$ cat src/rtl/ahbl_stream_port.sv
// ahbl_stream_port: AHB-Lite responder exposing a TX/RX FIFO pair behind a
// fixed DATA address, with wait-state flow control and an optional stall
// timeout that ends a stuck transfer with a two-cycle ERROR response.

// Single-clock FIFO with a separate level counter and a one-cycle flush.
module ahbl_stream_fifo #(
   parameter int DEPTH = 8,
   parameter int DW    = 32
) (
   input  logic                    HCLK,
   input  logic                    HRESETn,
   input  logic                    flush,
   input  logic                    push,
   input  logic                    pop,
   input  logic [DW-1:0]           wdata,
   output logic [DW-1:0]           rdata,
   output logic [$clog2(DEPTH):0]  level,
   output logic [$clog2(DEPTH):0]  level_nxt,
   output logic                    empty,
   output logic                    full
);
   localparam int AW = $clog2(DEPTH);
   localparam int LW = AW + 1;

   logic [DW-1:0] mem [DEPTH];
   logic [AW-1:0] wr_ptr, rd_ptr;
   logic          do_push, do_pop;

   // Flags come from registered level only; a full FIFO never takes a push.
   assign empty   = (level == '0);
   assign full    = (level == LW'(DEPTH));
   assign do_push = push & ~full;
   assign do_pop  = pop & ~empty;
   assign rdata   = mem[rd_ptr];

   // Next level, exported so the owner can register flags derived from it.
   always_comb begin
      level_nxt = level;
      if (flush)
         level_nxt = '0;
      else if (do_push && !do_pop)
         level_nxt = level + LW'(1);
      else if (do_pop && !do_push)
         level_nxt = level - LW'(1);
   end

   // Pointer/level state; flush overrides any same-cycle push or pop.
   always_ff @(posedge HCLK) begin
      if (!HRESETn || flush) begin
         wr_ptr <= '0;
         rd_ptr <= '0;
         level  <= '0;
      end else begin
         if (do_push) wr_ptr <= wr_ptr + AW'(1);
         if (do_pop)  rd_ptr <= rd_ptr + AW'(1);
         level <= level_nxt;
      end
   end

   // Storage array; contents need no reset since level gates every read.
   always_ff @(posedge HCLK) begin
      if (do_push) mem[wr_ptr] <= wdata;
   end
endmodule

module ahbl_stream_port #(
   parameter int DEPTH   = 8,
   parameter int TIMEOUT = 64
) (
   input  logic        HCLK,
   input  logic        HRESETn,
   input  logic        HSEL,
   input  logic [31:0] HADDR,
   input  logic [1:0]  HTRANS,
   input  logic        HWRITE,
   input  logic [2:0]  HSIZE,
   input  logic [31:0] HWDATA,
   input  logic        HREADY,
   output logic        HREADYOUT,
   output logic [31:0] HRDATA,
   output logic        HRESP,
   output logic        IRQ,
   output logic        m_valid,
   output logic [31:0] m_data,
   input  logic        m_ready,
   input  logic        s_valid,
   input  logic [31:0] s_data,
   output logic        s_ready
);
   localparam int LW = $clog2(DEPTH) + 1;
   localparam int CW = (TIMEOUT > 0) ? $clog2(TIMEOUT + 1) : 1;

   typedef enum logic [1:0] {IDLE, DATA, ERR1, ERR2} state_t;
   typedef struct packed {
      logic [1:0] addr;
      logic       write;
   } dp_req_t;

   state_t        state;
   dp_req_t       dp;
   logic [CW-1:0] wait_cnt;
   logic          rx_ie, tx_ie, irq_q;

   logic          tx_push, tx_pop, tx_flush, tx_empty, tx_full;
   logic          rx_push, rx_pop, rx_flush, rx_empty, rx_full;
   logic [31:0]   rx_rdata;
   logic [LW-1:0] tx_level, tx_level_nxt, rx_level, rx_level_nxt;
   logic          addr_ok, dp_fifo, stall, tmo, ctrl_wr;
   logic          rx_ie_nxt, tx_ie_nxt;
   logic [31:0]   status;
   logic          unused;

   assign unused = ^{HSIZE, HADDR[31:4], HADDR[1:0], HTRANS[0]};

   // Bus decode: a stall only exists on a DATA access whose FIFO can't serve.
   assign addr_ok = HSEL & HREADY & HTRANS[1];
   assign dp_fifo = (state == DATA) && (dp.addr == 2'd0);
   assign stall   = dp_fifo && (dp.write ? tx_full : rx_empty);
   assign tmo     = (TIMEOUT != 0) && stall && (wait_cnt == CW'(TIMEOUT - 1));
   assign ctrl_wr = (state == DATA) && dp.write && (dp.addr == 2'd2);

   // Bus responses decode from registered state and FIFO flags only.
   assign HREADYOUT = !(stall || state == ERR1);
   assign HRESP     = (state == ERR1) || (state == ERR2);
   assign IRQ       = irq_q;

   assign tx_push  = dp_fifo & dp.write;
   assign rx_pop   = dp_fifo & ~dp.write;
   assign tx_flush = ctrl_wr & HWDATA[0];
   assign rx_flush = ctrl_wr & HWDATA[1];
   assign m_valid  = ~tx_empty;
   assign tx_pop   = m_valid & m_ready;
   assign s_ready  = ~rx_full;
   assign rx_push  = s_valid & s_ready;

   assign status = {8'h00, 8'(rx_level), 8'(tx_level), 4'h0,
                    rx_full, rx_empty, tx_full, tx_empty};

   ahbl_stream_fifo #(.DEPTH(DEPTH), .DW(32)) u_tx (
      .HCLK(HCLK), .HRESETn(HRESETn), .flush(tx_flush), .push(tx_push),
      .pop(tx_pop), .wdata(HWDATA), .rdata(m_data), .level(tx_level),
      .level_nxt(tx_level_nxt), .empty(tx_empty), .full(tx_full));

   ahbl_stream_fifo #(.DEPTH(DEPTH), .DW(32)) u_rx (
      .HCLK(HCLK), .HRESETn(HRESETn), .flush(rx_flush), .push(rx_push),
      .pop(rx_pop), .wdata(s_data), .rdata(rx_rdata), .level(rx_level),
      .level_nxt(rx_level_nxt), .empty(rx_empty), .full(rx_full));

   // Read mux; anything other than a completing data-phase read returns 0.
   always_comb begin
      HRDATA = '0;
      if (state == DATA && !dp.write) begin
         case (dp.addr)
            2'd0:    HRDATA = rx_empty ? '0 : rx_rdata;
            2'd1:    HRDATA = status;
            2'd2:    HRDATA = {28'h0, tx_ie, rx_ie, 2'b00};
            default: HRDATA = 32'hDEAD_BEEF;
         endcase
      end
   end

   // Transfer FSM: new address phases are taken whenever we present ready.
   always_ff @(posedge HCLK) begin
      if (!HRESETn) begin
         state    <= IDLE;
         dp       <= '0;
         wait_cnt <= '0;
      end else if (HREADYOUT && addr_ok) begin
         state    <= DATA;
         dp       <= '{addr: HADDR[3:2], write: HWRITE};
         wait_cnt <= '0;
      end else begin
         case (state)
            DATA: begin
               if (tmo)        state    <= ERR1;
               else if (stall) wait_cnt <= wait_cnt + CW'(1);
               else            state    <= IDLE;
            end
            ERR1:    state <= ERR2;
            default: state <= IDLE;
         endcase
      end
   end

   // CTRL enables and IRQ; IRQ tracks post-edge FIFO state with no extra lag.
   assign rx_ie_nxt = ctrl_wr ? HWDATA[2] : rx_ie;
   assign tx_ie_nxt = ctrl_wr ? HWDATA[3] : tx_ie;

   always_ff @(posedge HCLK) begin
      if (!HRESETn) begin
         rx_ie <= 1'b0;
         tx_ie <= 1'b0;
         irq_q <= 1'b0;
      end else begin
         rx_ie <= rx_ie_nxt;
         tx_ie <= tx_ie_nxt;
         irq_q <= (rx_ie_nxt & (rx_level_nxt != '0)) |
                  (tx_ie_nxt & (tx_level_nxt != LW'(DEPTH)));
      end
   end
endmodule

$ cat config.mk
export PLATFORM = sky130hd
export DESIGN_NAME = ahbl_stream_port
export DESIGN_NICKNAME = d
export VERILOG_FILES = /design/src/rtl/ahbl_stream_port.sv
export SDC_FILE = /design/constraint.sdc
export NUM_CORES = 1
export LEC_CHECK = 0
export ABC_CLOCK_PERIOD_IN_PS = 12650
export CORE_MARGIN = 2
export CORE_UTILIZATION = 60
export CTS_CLUSTER_DIAMETER = 40
export DETAILED_ROUTE_END_ITERATION = 7
export PLACE_DENSITY = 0.82
export SYNTH_ARGS = -nofsm -noshare
export SYNTH_HDL_FRONTEND = slang
export SYNTH_SLANG_ARGS = --single-unit
$ cat constraint.sdc
create_clock -name HCLK -period 12.65 [get_ports HCLK]
set_input_delay 2.53 -clock HCLK [delete_from_list [all_inputs] [get_ports HCLK]]
set_output_delay 2.53 -clock HCLK [all_outputs]
set_load 0.01 [all_outputs]
; Word level (Yosys, flattened, before mapping)
; Memory sizes are Yosys's and may differ from the RTL's. A register that Yosys moved wholly into a read port is not among the register bits.
; Cells that the tools add are included.
[totals]
ff_bits = 35
latch_bits = 0
ramBits = 512
mem_bits_ro = 0
input_bits = 108
output_inout_bits = 69
wordCells = 110
mem_count = 2
[mem_list]
columns = name, words, word_bits, read_ports, rd_clocked_by_memory_dff, wr, line
row1 = u_rx.mem, 8, 32, 1, 1, 1, 25  ; logic [DW-1:0] mem [DEPTH];
row2 = u_tx.mem, 8, 32, 1, 1, 1, 25
[op_classes]
add_sub_neg = 9
mul = 0
n_div = 0
order_cmp = 0
eq_ne = 11
n_shift = 0
muxes = 24
n_bitwise = 22
reduce_logical = 28
[ops]
columns = operator, n
row1 = $pmux W32 S3, 1
row2 = $mux W32, 2
row3 = $mux W4, 6
row4 = $and A1 B1 Y1, 14
row5 = $add A3 B1 Y3 const B, 4
row6 = $mux W3, 4
row7 = $logic_and A1 B1 Y1, 11
row8 = $add A4 B1 Y4 const B, 2
row9 = $eq A4 B4 Y1 const B, 2
row10 = $logic_not A4 Y1, 2
row11 = $mux W1, 8
row12 = $sub A4 B1 Y4 const B, 2
row13 = $add A7 B1 Y7 const B, 1
row14 = $eq A7 B6 Y1 const B, 1
row15 = $logic_not A1 Y1, 7
row16 = $not A1 Y1, 7
row17 = $eq A2 B2 Y1 const B, 3
row18 = $eq A2 B1 Y1 const B, 2
row19 = $logic_or A1 B1 Y1, 4
row20 = $mux W2, 2
row21 = $ne A4 B3 Y1 const B, 1
row22 = $ne A4 B4 Y1 const B, 1
row23 = $pmux W2 S2, 1
row24 = $reduce_bool A4 Y1, 1
row25 = other kinds (5), 5

; Longest topological paths before layout
; Gate-level depths: netlist of the first run.
[depth]
depth_word = 12
depth_mapped = 9
ltp_nobuf = 9

; Hierarchy
; A second synthesis of the first run with hierarchy kept.
[unflattened]
cells_unflattened = 1102
hier_area_um2 = 22187.5
[by_module_without_submodules]
columns = mod, n_inst, cells_per_inst, area_per_inst_um2, seq_area_each_um2
row1 = ahbl_stream_fifo (u_rx), 1, 467, 10522.6, 7947.6
row2 = ahbl_stream_fifo (u_tx), 1, 466, 10402.5, 7947.6
row3 = ahbl_stream_port, 1, 169, 1262.5, 300.3

; Worst setup path after synthesis of the first run
; Ideal clock, no wire load.
[synth_timing]
kind = input-to-reg
startpoint = input port s_valid
endpoint = memory u_rx.mem[0][0] (enable)
setup_time_ns = 0.501
t_arrival_ns = 5.697
t_required_ns = 12.149
slack_ns = 6.452
cell_stages = 2
n_path_buf = 0
path_cell_list = nand2_1 -> nor4_1
[synth_between]
elab_chain_cells = 4
[synth_rtl]
columns = element, line
row1 = start: declaration, 86  ; input logic s_valid,
row2 = $and A1 B1 Y1, 134  ; assign rx_push = s_valid & s_ready;
row3 = $and A1 B1 Y1, 32  ; assign do_push = push & ~full;
row4 = $mux W1, 62  ; if (do_push) mem[wr_ptr] <= wdata;
row5 = $mux W1 (implied by the code), 62
row6 = end: declaration, 25
; Every way passes these cells.

; Worst setup path in the final report of the first run
[layout_timing]
startpoint = register u_rx.level[0]
endpoint = output port HRDATA[22]
[layout_between]
elab_chain_cells = 4
[layout_rtl]
columns = element, line
row1 = start: declaration, 17  ; output logic [$clog2(DEPTH):0] level,
row2 = start signal: assignment, 56  ; level <= level_nxt;
row3 = $logic_not A4 Y1, 30  ; assign empty = (level == '0);
row4 = $mux W32, 154  ; 2'd0: HRDATA = rx_empty ? '0 : rx_rdata;
row5 = $pmux W32 S3, 153  ; case (dp.addr)
row6 = $mux W32, 152  ; if (state == DATA && !dp.write) begin
row7 = end: declaration, 80  ; output logic [31:0] HRDATA,
; Every way passes these cells.

==> metrics, run 1 <==
status=finished, violations left; violated checks=design-rule violations; FF-to-FF End=u_tx.mem[7][4]; slew at the pin closest to its max-slew limit=0.997 ns; Final Slew Violations=0; worst path cell trace=inv_1, ha_1, nor3b_2, nor2_1, nand2_1, nor2_1, clkdlybuf4s50_1; CP Capture Type=output port; Post-CTS Repair Setup Buffers=0; CP dominant cell by count=nor2_1; Post-Place Cells=~1600; I/O Pins=177; die height=194 um; CP Depth=7; Post-DP Area=between 20000 and 25000 um^2; CTS tree=done; Setup TNS=0 ns; Synth area leaders=edfxtp_1 (71%), mux4_2 (13%), dfxtp_1 (3.8%), mux2_2 (3.1%), nor2_1 (1.1%); maximum vdd drop=0.152 mV; CTS Root Cell=clkbuf_16; Post-CTS Resized=0; Fin. Hold Viols=0; syn avg cell area=a little over 20 um^2; CTS Buffer Depth=3; cell count of the worst hold path=2; Initial DRT Pass Iterations=8; die area=between 30000 and 40000 um^2; area share of the largest cell type after synthesis=0.708; initial antenna violation count=5; # rows=between 60 and 70; GRT Total Usage=0.240; sequential area share after synthesis=0.745; most used flip-flop cell after synthesis=edfxtp_1; worst endpoint required time=a little over 10 ns; maximum clock frequency=0.155 GHz; Synthesized Nets=around 1200; Leak=0.00811 uW; most frequent cells in the layout=edfxtp_1 (512), clkdlybuf4s50_1 (142), mux4_2 (128), nor2_1 (60); mapped cell area=between 20000 and 25000 um^2; detailed-route DRC error count=26; share of layout cells above drive strength 1=0.263; WS Path Type=flip-flop to output port; RSZ-0062 raised after global routing=false; worst relative slew slack=0.335; synthesis-to-finish area growth=18.5%; Worst R2R Path Depth=7; Clock transition at path regs=0.06 ns; Post-Syn Instances=1067; CP peak stage delay=0.77 ns; CP top delay family=simple AND/OR/NAND/NOR gates; FF-to-FF setup slack=9.56 ns; number of I/O port buffers=142; post-route ant nets=0; Synth Area in Adders=0.00979; crit path from=u_rx.level[0]; Final HPWL DP=24.1 mm; Reg-to-Reg Start=u_tx.level[0]; Max Cap Viol=0; total of warnings raised by yosys=0; GPL Wtd Cong=0.768; Max FO, Critical Path=14; global route overflow=0; Worst Path Buf+Inv=2; Initial Util=0.609; # setup viols final=0; Setup crit end=HRDATA[22]; Worst path slowest cell=nor2_1; most common cell after layout, fill and taps aside=edfxtp_1; main combinational cell family by area after synthesis=multiplexers; Core Area=35700 um^2; Via density=6.15; Compound-Gate Fraction of Synth Area=0.0193; XOR/XNOR share of the synthesized area=0.00645; min cycle time layout=6.44 ns; vias in the first global route=about 11000; WL/cell=~25 um; hold_buf cts=0; Total Nets Final=1370; Design Area, Final=25700 um^2; mux contribution to synthesized area=0.169; CTS buffer count=59; largest net degree at the start of global routing=65; Final Skew=0.0144 ns; Post-Synth Simple-Gate Area=0.0369; Synth async-reset ratio=0; largest area contributor in the netlist=edfxtp_1; period utilization=0.509; smallest hold slack=0.467 ns; clock latency on the worst-skew pair=0.60 ns; Distinct cells, synth=55; pwr/cell area=164 nW/um^2; Post-synth EDFFs=about 500; Detailed Route WL=44.1 mm; H-tree levels=2; crit start category=flip-flop; via count=approximately 11000; CP arrival=3.91 ns; DRT iter0 DRCs=836; Finished Layout Cells=1760; first-pass GRT wire length=67.6 mm; hold crit path type=flip-flop to flip-flop; register bit total from synthesis=553; Die X=194 um; clock sink count=around 550
==> state kept, by name, indices dropped and copies added (netlist names), named ones only <==
name,count
u_tx.rd_ptr,3
wait_cnt,7
u_tx.mem,256
tx_ie,1
state,2
rx_ie,1
u_tx.level,4
dp,3
u_tx.wr_ptr,3
u_rx.wr_ptr,3
IRQ,1
u_rx.level,4
u_rx.mem,256
u_rx.rd_ptr,3
==> where the power goes <==
part | switching, uW | total (uW) | internal, uW
Combinational | 225 | 479 | 254
Sequential | 40.7 | 2070 | 2030
Clock | 714 | 1680 | 967
Total | 979 | 4230 | 3250
==> Yosys cell counts, types with 3 or more instances <==
cell	number
nand2b_1	9
o21ai_0	4
mux2_2	59
xnor2_1	6
dfxtp_1	41
a21oi_1	22
nor4_1	3
a221oi_1	9
clkbuf_1	31
xor2_1	10
a22oi_1	4
mux4_2	128
nor2b_1	5
nand3_1	4
mux2i_1	13
nor2_1	66
inv_1	12
a211oi_1	3
ha_1	17
and2_1	4
buf_4	4
nor3_1	15
edfxtp_1	512
nand2_1	28
buf_1	3
and3_1	5
buf_2	11
==> layer usage <==
layer,global-route usage,vias to the layer above,share of wire,wire [um]
li1,-,4739,-,-
met1,0.305,5550,0.38,16600
met2,0.413,451,0.52,23100
met3,0.0585,76,0.077,3410
met4,0.0738,2,0.022,958
met5,0,-,0.00030,13
==> worst register-to-register path, cell delays in order (launching register included) <==
cell and delay [ns]:
dfxtp_1 0.50, inv_1 0.12, ha_1 0.29, and3b_1 0.28, nor2_1 0.32, nand2_1 0.28
nor2_4 0.53, buf_4 0.43
==> kinds of logic (layout without fill, tap and decap cells) <==
family | Yosys count | count (layout)
buffers and inverters | 63 | 291
other | 0 | 4
flip-flops | 553 | 553
XOR/XNOR | 16 | 16
AND/OR/NAND/NOR | 159 | 159
multiplexers | 200 | 200
adder cells (fa/ha/maj) | 17 | 17
AO/OA/AOI/OAI | 59 | 59
==> stage by stage <==
step / worst slack, ns / util / power [uW]
after floorplan: 6.45 / - / 2410
after global placement: 6.80 / 0.667 / 2570
after detailed placement: 6.79 / 0.667 / 2590
after CTS: 6.11 / 0.722 / 4270
after global routing: 5.94 / 0.722 / 4380
final: 6.21 / 0.722 / 4230
==> area by class of cell <==
cell class | instances | area [um^2]
Clock buffer | 63 | 1490
Timing Repair Buffer | 168 | 1620
Tap cell | 461 | 577
Fill cell | 2030 | 9910
Antenna cell | 4 | 10.0
Clock inverter | 48 | 449
Multi-Input combinational cell | 451 | 5350
Sequential cell | 553 | 16200
Inverter | 12 | 45.0
==> worst min-delay path by stage <==
stage | endpoint | from | slack (ns)
global route | wait_cnt[6] | wait_cnt[6] | 0.50
CTS | wait_cnt[6] | wait_cnt[6] | 0.47
finish | wait_cnt[6] | wait_cnt[6] | 0.47
global placement | wait_cnt[6] | wait_cnt[6] | 0.45
floorplan | wait_cnt[6] | wait_cnt[6] | 0.43
detailed placement | wait_cnt[6] | wait_cnt[6] | 0.46
Note: power is estimated with default switching activity, not from simulation.
==> run 2, diff against run 1 <==
==> config.mk (replaced) <==
export PLATFORM = sky130hd
export DESIGN_NAME = ahbl_stream_port
export DESIGN_NICKNAME = d
export VERILOG_FILES = /design/src/rtl/ahbl_stream_port.sv
export SDC_FILE = /design/constraint.sdc
export NUM_CORES = 1
export LEC_CHECK = 0
export ABC_CLOCK_PERIOD_IN_PS = 5500
export CORE_MARGIN = 2
export CORE_UTILIZATION = 52
export CTS_CLUSTER_DIAMETER = 40
export DETAILED_ROUTE_END_ITERATION = 7
export PLACE_DENSITY = 0.75
export SYNTH_ARGS = -nofsm -noshare
export SYNTH_HDL_FRONTEND = slang
export SYNTH_SLANG_ARGS = --single-unit
==> constraint.sdc (replaced) <==
create_clock -name HCLK -period 5.5 [get_ports HCLK]
set_input_delay 1.1 -clock HCLK [delete_from_list [all_inputs] [get_ports HCLK]]
set_output_delay 1.1 -clock HCLK [all_outputs]
set_load 0.01 [all_outputs]
==> run 2 against run 1 <==
- the flow now finishes without violations
- sequential power rose by 130%
- global-route usage is 3.4 points lower
- core utilization fell by 8.2 points
- non-clock buffer count increased by 1
- final area up 2.0%
- worst hold slack worse by 0.014 ns
- sequential share of layout area is 1.2 points lower
- via count is 0.53% lower
- clock power rose to 2.7 times the previous value
- power up 140%
- critical path type unchanged
- highest routed layer unchanged
==> metrics, run 2 (synthesis results as in run 1) <==
worst endpoint required time=4.40 ns; Final Skew=0.0245 ns; Ant. Diodes=0; Clock transition at path regs=approximately 0.06 ns; I/O Pins=approximately 180; Finished Layout Cells=1843; number of I/O port buffers=142; via count=10800; period utilization=0.842; post-route ant nets=0; Initial Util=0.530; WS Path Type=flip-flop to output port; GRT Total Usage=0.205; Leak=0.00830 uW; crit start category=flip-flop; CP arrival=3.53 ns; Post-Place Cells=roughly 1700; CTS tree=done; GPL Wtd Cong=0.774; min cycle time layout=about 4.6 ns; Detailed Route WL=43.5 mm; H-tree levels=3; pwr/cell area=394 nW/um^2; Die X=208 um; maximum vdd drop=approximately 0.40 mV; Final Slew Violations=0; initial antenna violation count=1; DRT iter0 DRCs=847; Post-CTS Repair Setup Buffers=0; Max Cap Viol=0; hold crit path type=flip-flop to flip-flop; maximum clock frequency=0.216 GHz; slew at the pin closest to its max-slew limit=around 1 ns; Via density=5.84; die area=43400 um^2; status=finished, final reports clean; Fin. Hold Viols=0; global route overflow=0; CP Capture Type=output port; WL/cell=23.6 um; synthesis-to-finish area growth=20.8%; Final HPWL DP=24.8 mm; RSZ-0062 raised after global routing=false; most common cell after layout, fill and taps aside=edfxtp_1; worst relative slew slack=0.345; die height=between 200 and 250 um; Regs by FF count=u_rx.mem: 256 flops, u_tx.mem: 256 flops, wait_cnt: 7 flops; clock sink count=553; # rows=74; Initial DRT Pass Iterations=5; CTS Root Cell=clkbuf_16; Total Nets Final=1382; most frequent cells in the layout=edfxtp_1 (512), clkdlybuf4s50_1 (142), mux4_2 (128), clkbuf_16 (73), nor2_1 (60); largest net degree at the start of global routing=40; Post-CTS Resized=0; # setup viols final=0; share of layout cells above drive strength 1=0.275; detailed-route DRC error count=0; Core Area=41000 um^2; clock latency on the worst-skew pair=roughly 0.59 ns; hold_buf cts=0; CTS Buffer Depth=3; vias in the first global route=11400; Setup TNS=0 ns; first-pass GRT wire length=66.6 mm; Max FO, Critical Path=16; CTS buffer count=70
==> run 2: critical path: stages (launching register included) <==
cell and delay [ns]:
dfxtp_1 0.34, inv_1 0.09, ha_1 0.24, inv_1 0.33
nor2_1 0.77, nand2_1 0.42, nor2_1 0.19, clkdlybuf4s50_1 0.55
==> run 2: path summary, 6_finish.rpt <==
check,depth (start not counted),end,start,slack [ns]
setup / recovery,7,HRDATA[24],dp[1],0.87
hold / removal,2,wait_cnt[6],wait_cnt[6],0.45
setup reg to reg,7,u_rx.mem[1][24],u_rx.level[0],2.55
hold reg to reg,2,wait_cnt[6],wait_cnt[6],0.45
==> run 2: routing by layer <==
metal  up-vias  share of wire  global-route usage
met5         -        0.00035                   0
met4         2          0.025              0.0767
met3        77          0.055              0.0415
met2       314           0.52               0.358
met1      5619           0.40               0.254
li1       4749              -                   -
==> run 2: stage by stage <==
| step | hold WS [ns] | setup WS, ns | utilization | cell area, um^2 | power (uW) |
|---|---|---|---|---|---|
| after floorplan | 0.429 | 0.732 | - | 21700 | 5540 |
| final | 0.453 | 0.871 | 0.640 | 26300 | 10300 |
| after global routing | 0.487 | 0.601 | 0.640 | 26300 | 10700 |
| after global placement | 0.451 | 1.49 | 0.583 | 23900 | 5930 |
| after CTS | 0.456 | 0.798 | 0.640 | 26300 | 10400 |
| after detailed placement | 0.449 | 1.42 | 0.583 | 23900 | 5960 |
==> run 2: power breakdown <==
part           total, uW  internal [uW]  switching (uW)
clock network       4490           2720            1770
registers           4790           4670             115
logic               1070            593             479
==> run 2: area by class of cell <==
class                           instances  area [um^2]
Multi-Input combinational cell        451         5350
Inverter                               12         45.0
Clock buffer                           82         1870
Tap cell                              532          666
Fill cell                            2698        14800
Sequential cell                       553        16200
Clock inverter                         44          455
Timing Repair Buffer                  169         1660
==> run 3, diff against run 2 <==
--- a/config.mk
+++ b/config.mk
@@ -5,7 +5,7 @@
 export SDC_FILE = /design/constraint.sdc
 export NUM_CORES = 1
 export LEC_CHECK = 0
-export ABC_CLOCK_PERIOD_IN_PS = 5500
+export ABC_CLOCK_PERIOD_IN_PS = 3900
 export CORE_MARGIN = 2
 export CORE_UTILIZATION = 52
 export CTS_CLUSTER_DIAMETER = 40
==> constraint.sdc (replaced) <==
create_clock -name HCLK -period 3.9 [get_ports HCLK]
set_input_delay 0.78 -clock HCLK [delete_from_list [all_inputs] [get_ports HCLK]]
set_output_delay 0.78 -clock HCLK [all_outputs]
set_load 0.01 [all_outputs]
==> run 3 against run 2 <==
- cell count increased by 0.54%
- worst setup slack got worse by 0.74 ns
- core utilization up 0.53 points
- clock skew rose by 0.0051 ns
- sequential share of layout area is 0.50 points lower
- non-clock buffer count rose by 11
- sequential power is 40% higher
- die area did not move
- first-iteration DRC count is 7.0% lower
- final area up 0.82%
- worst hold slack improved by 0.015 ns
- largest cell class unchanged
- highest routed layer unchanged
==> metrics, run 3 (synthesis results as in run 1) <==
WS Path Type=flip-flop to output port; die height=208 um; Final Skew=0.0297 ns; pwr/cell area=between 500 and 600 nW/um^2; CTS buffer count=68; Regs by FF count=u_rx.mem: 256 flops, u_tx.mem: 256 flops, wait_cnt: 7 flops; Final HPWL DP=25.3 mm; Ant. Diodes=0; cell count of the worst hold path=2; Total Nets Final=between 1000 and 1500; maximum vdd drop=about 0.40 mV; most frequent cells in the layout=edfxtp_1 (512), clkdlybuf4s50_1 (142), mux4_2 (128), clkbuf_16 (71), nor2_1 (60); vias in the first global route=11500; Initial Util=0.530; period utilization=0.966; Worst R2R Path Depth=7; initial antenna violation count=2; Leak=0.00836 uW; fin util=0.645; CP arrival=~3 ns; Core Area=41000 um^2; CTS tree=done; GPL Wtd Cong=around 0.76; share of layout cells above drive strength 1=0.281; hold_buf cts=0; min cycle time layout=3.77 ns; status=finished, final reports clean; Initial DRT Pass Iterations=7; detailed-route DRC error count=0; worst relative slew slack=0.590; first-pass GRT wire length=68.2 mm; Detailed Route WL=44.5 mm; global route overflow=0; GRT Total Usage=0.210; RSZ-0062 raised after global routing=false; Fillers=2697; crit start category=flip-flop; WL/cell=24.0 um; clock sink count=approximately 550; most common cell after layout, fill and taps aside=edfxtp_1; hold crit path type=flip-flop to flip-flop; slew at the pin closest to its max-slew limit=0.615 ns; Setup TNS=0 ns; maximum clock frequency=roughly 0.27 GHz; clock latency on the worst-skew pair=between 0.5 and 0.6 ns; Final Slew Violations=0; largest net degree at the start of global routing=65; CP Capture Type=output port; DRT iter0 DRCs=788; CTS Root Cell=clkbuf_16; H-tree levels=3; number of I/O port buffers=142; synthesis-to-finish area growth=21.8%; # rows=74; via count=10900; CTS Buffer Depth=3; Fin. Hold Viols=0; Clock transition at path regs=0.05 ns; post-route ant nets=0; Via density=about 5.9; worst endpoint required time=approximately 3.1 ns; # setup viols final=0; Max Cap Viol=0; Max FO, Critical Path=14; die area=between 40000 and 50000 um^2; I/O Pins=177; Die X=208 um
-- run 3: cell types whose count changed in the layout (fill, tap and decap cells not counted), sizes merged --
cell,before,now
inv,24,20
buf,27,38
clkinvlp,8,10
clkinv,19,18
clkbuf,82,84
-- run 3: final timing paths --
kind | start | to | slack [ns]
min | wait_cnt[6] | wait_cnt[6] | 0.47
max reg2reg | u_tx.level[0] | u_tx.mem[5][24] | 0.97
min reg2reg | wait_cnt[6] | wait_cnt[6] | 0.47
max | u_rx.level[0] | HRDATA[1] | 0.13
-- run 3: per-layer routing --
metal	global-route usage	up-vias	wire, um
li1	-	4767	-
met1	0.267	5648	17400
met2	0.360	398	23200
met3	0.0426	78	2800
met4	0.0786	2	1100
met5	0	-	1
-- run 3: layout make-up --
class	count	area (um^2)	area share
clock buffer	84	1850	0.0697
sequential	553	16200	0.612
inverter	12	45.0	0.00170
timing repair buffer	180	1880	0.0711
multi-input combinational	451	5390	0.204
tap	532	666	0.0251
clock inverter	41	435	0.0164
-- run 3: metrics by stage --
stage	cell area [um^2]	total power (uW)	hold WS [ns]	setup WS, ns	instances
after CTS	26500	14700	0.464	0.000112	1853
after detailed placement	24200	8440	0.454	0.518	1726
after floorplan	21800	7810	0.429	0.0242	1067
final	26500	14500	0.469	0.132	1853
after global placement	24200	8400	0.448	0.542	1726
after global routing	26500	15000	0.480	0.0340	1853
-- run 3: worst max-delay path, cell delays in order (launching register included) --
cell             delay (ns)
dfxtp_2                0.40
inv_1                  0.12
ha_1                   0.31
nor3b_4                0.21
nor2_1                 0.11
buf_4                  0.23
a221oi_1               0.12
nor2_1                 0.32
clkdlybuf4s50_1        0.61
-- run 3: power by group --
part / switching, uW / total, uW / internal, uW / leakage, uW
Clock: 2460 / 6220 / 3760 / 0.00109
Combinational: 758 / 1630 / 868 / 0.00231
Sequential: 95.1 / 6690 / 6590 / 0.00496
Total: 3310 / 14500 / 11200 / 0.00836
-- run 3: timing repair --
action,CTS,global route
resized for setup,1,3
buffers inserted,2,0
gates cloned,0,0
pin swaps,0,1
endpoints found under the setup margin,7,19
endpoints found under the hold margin,0,0
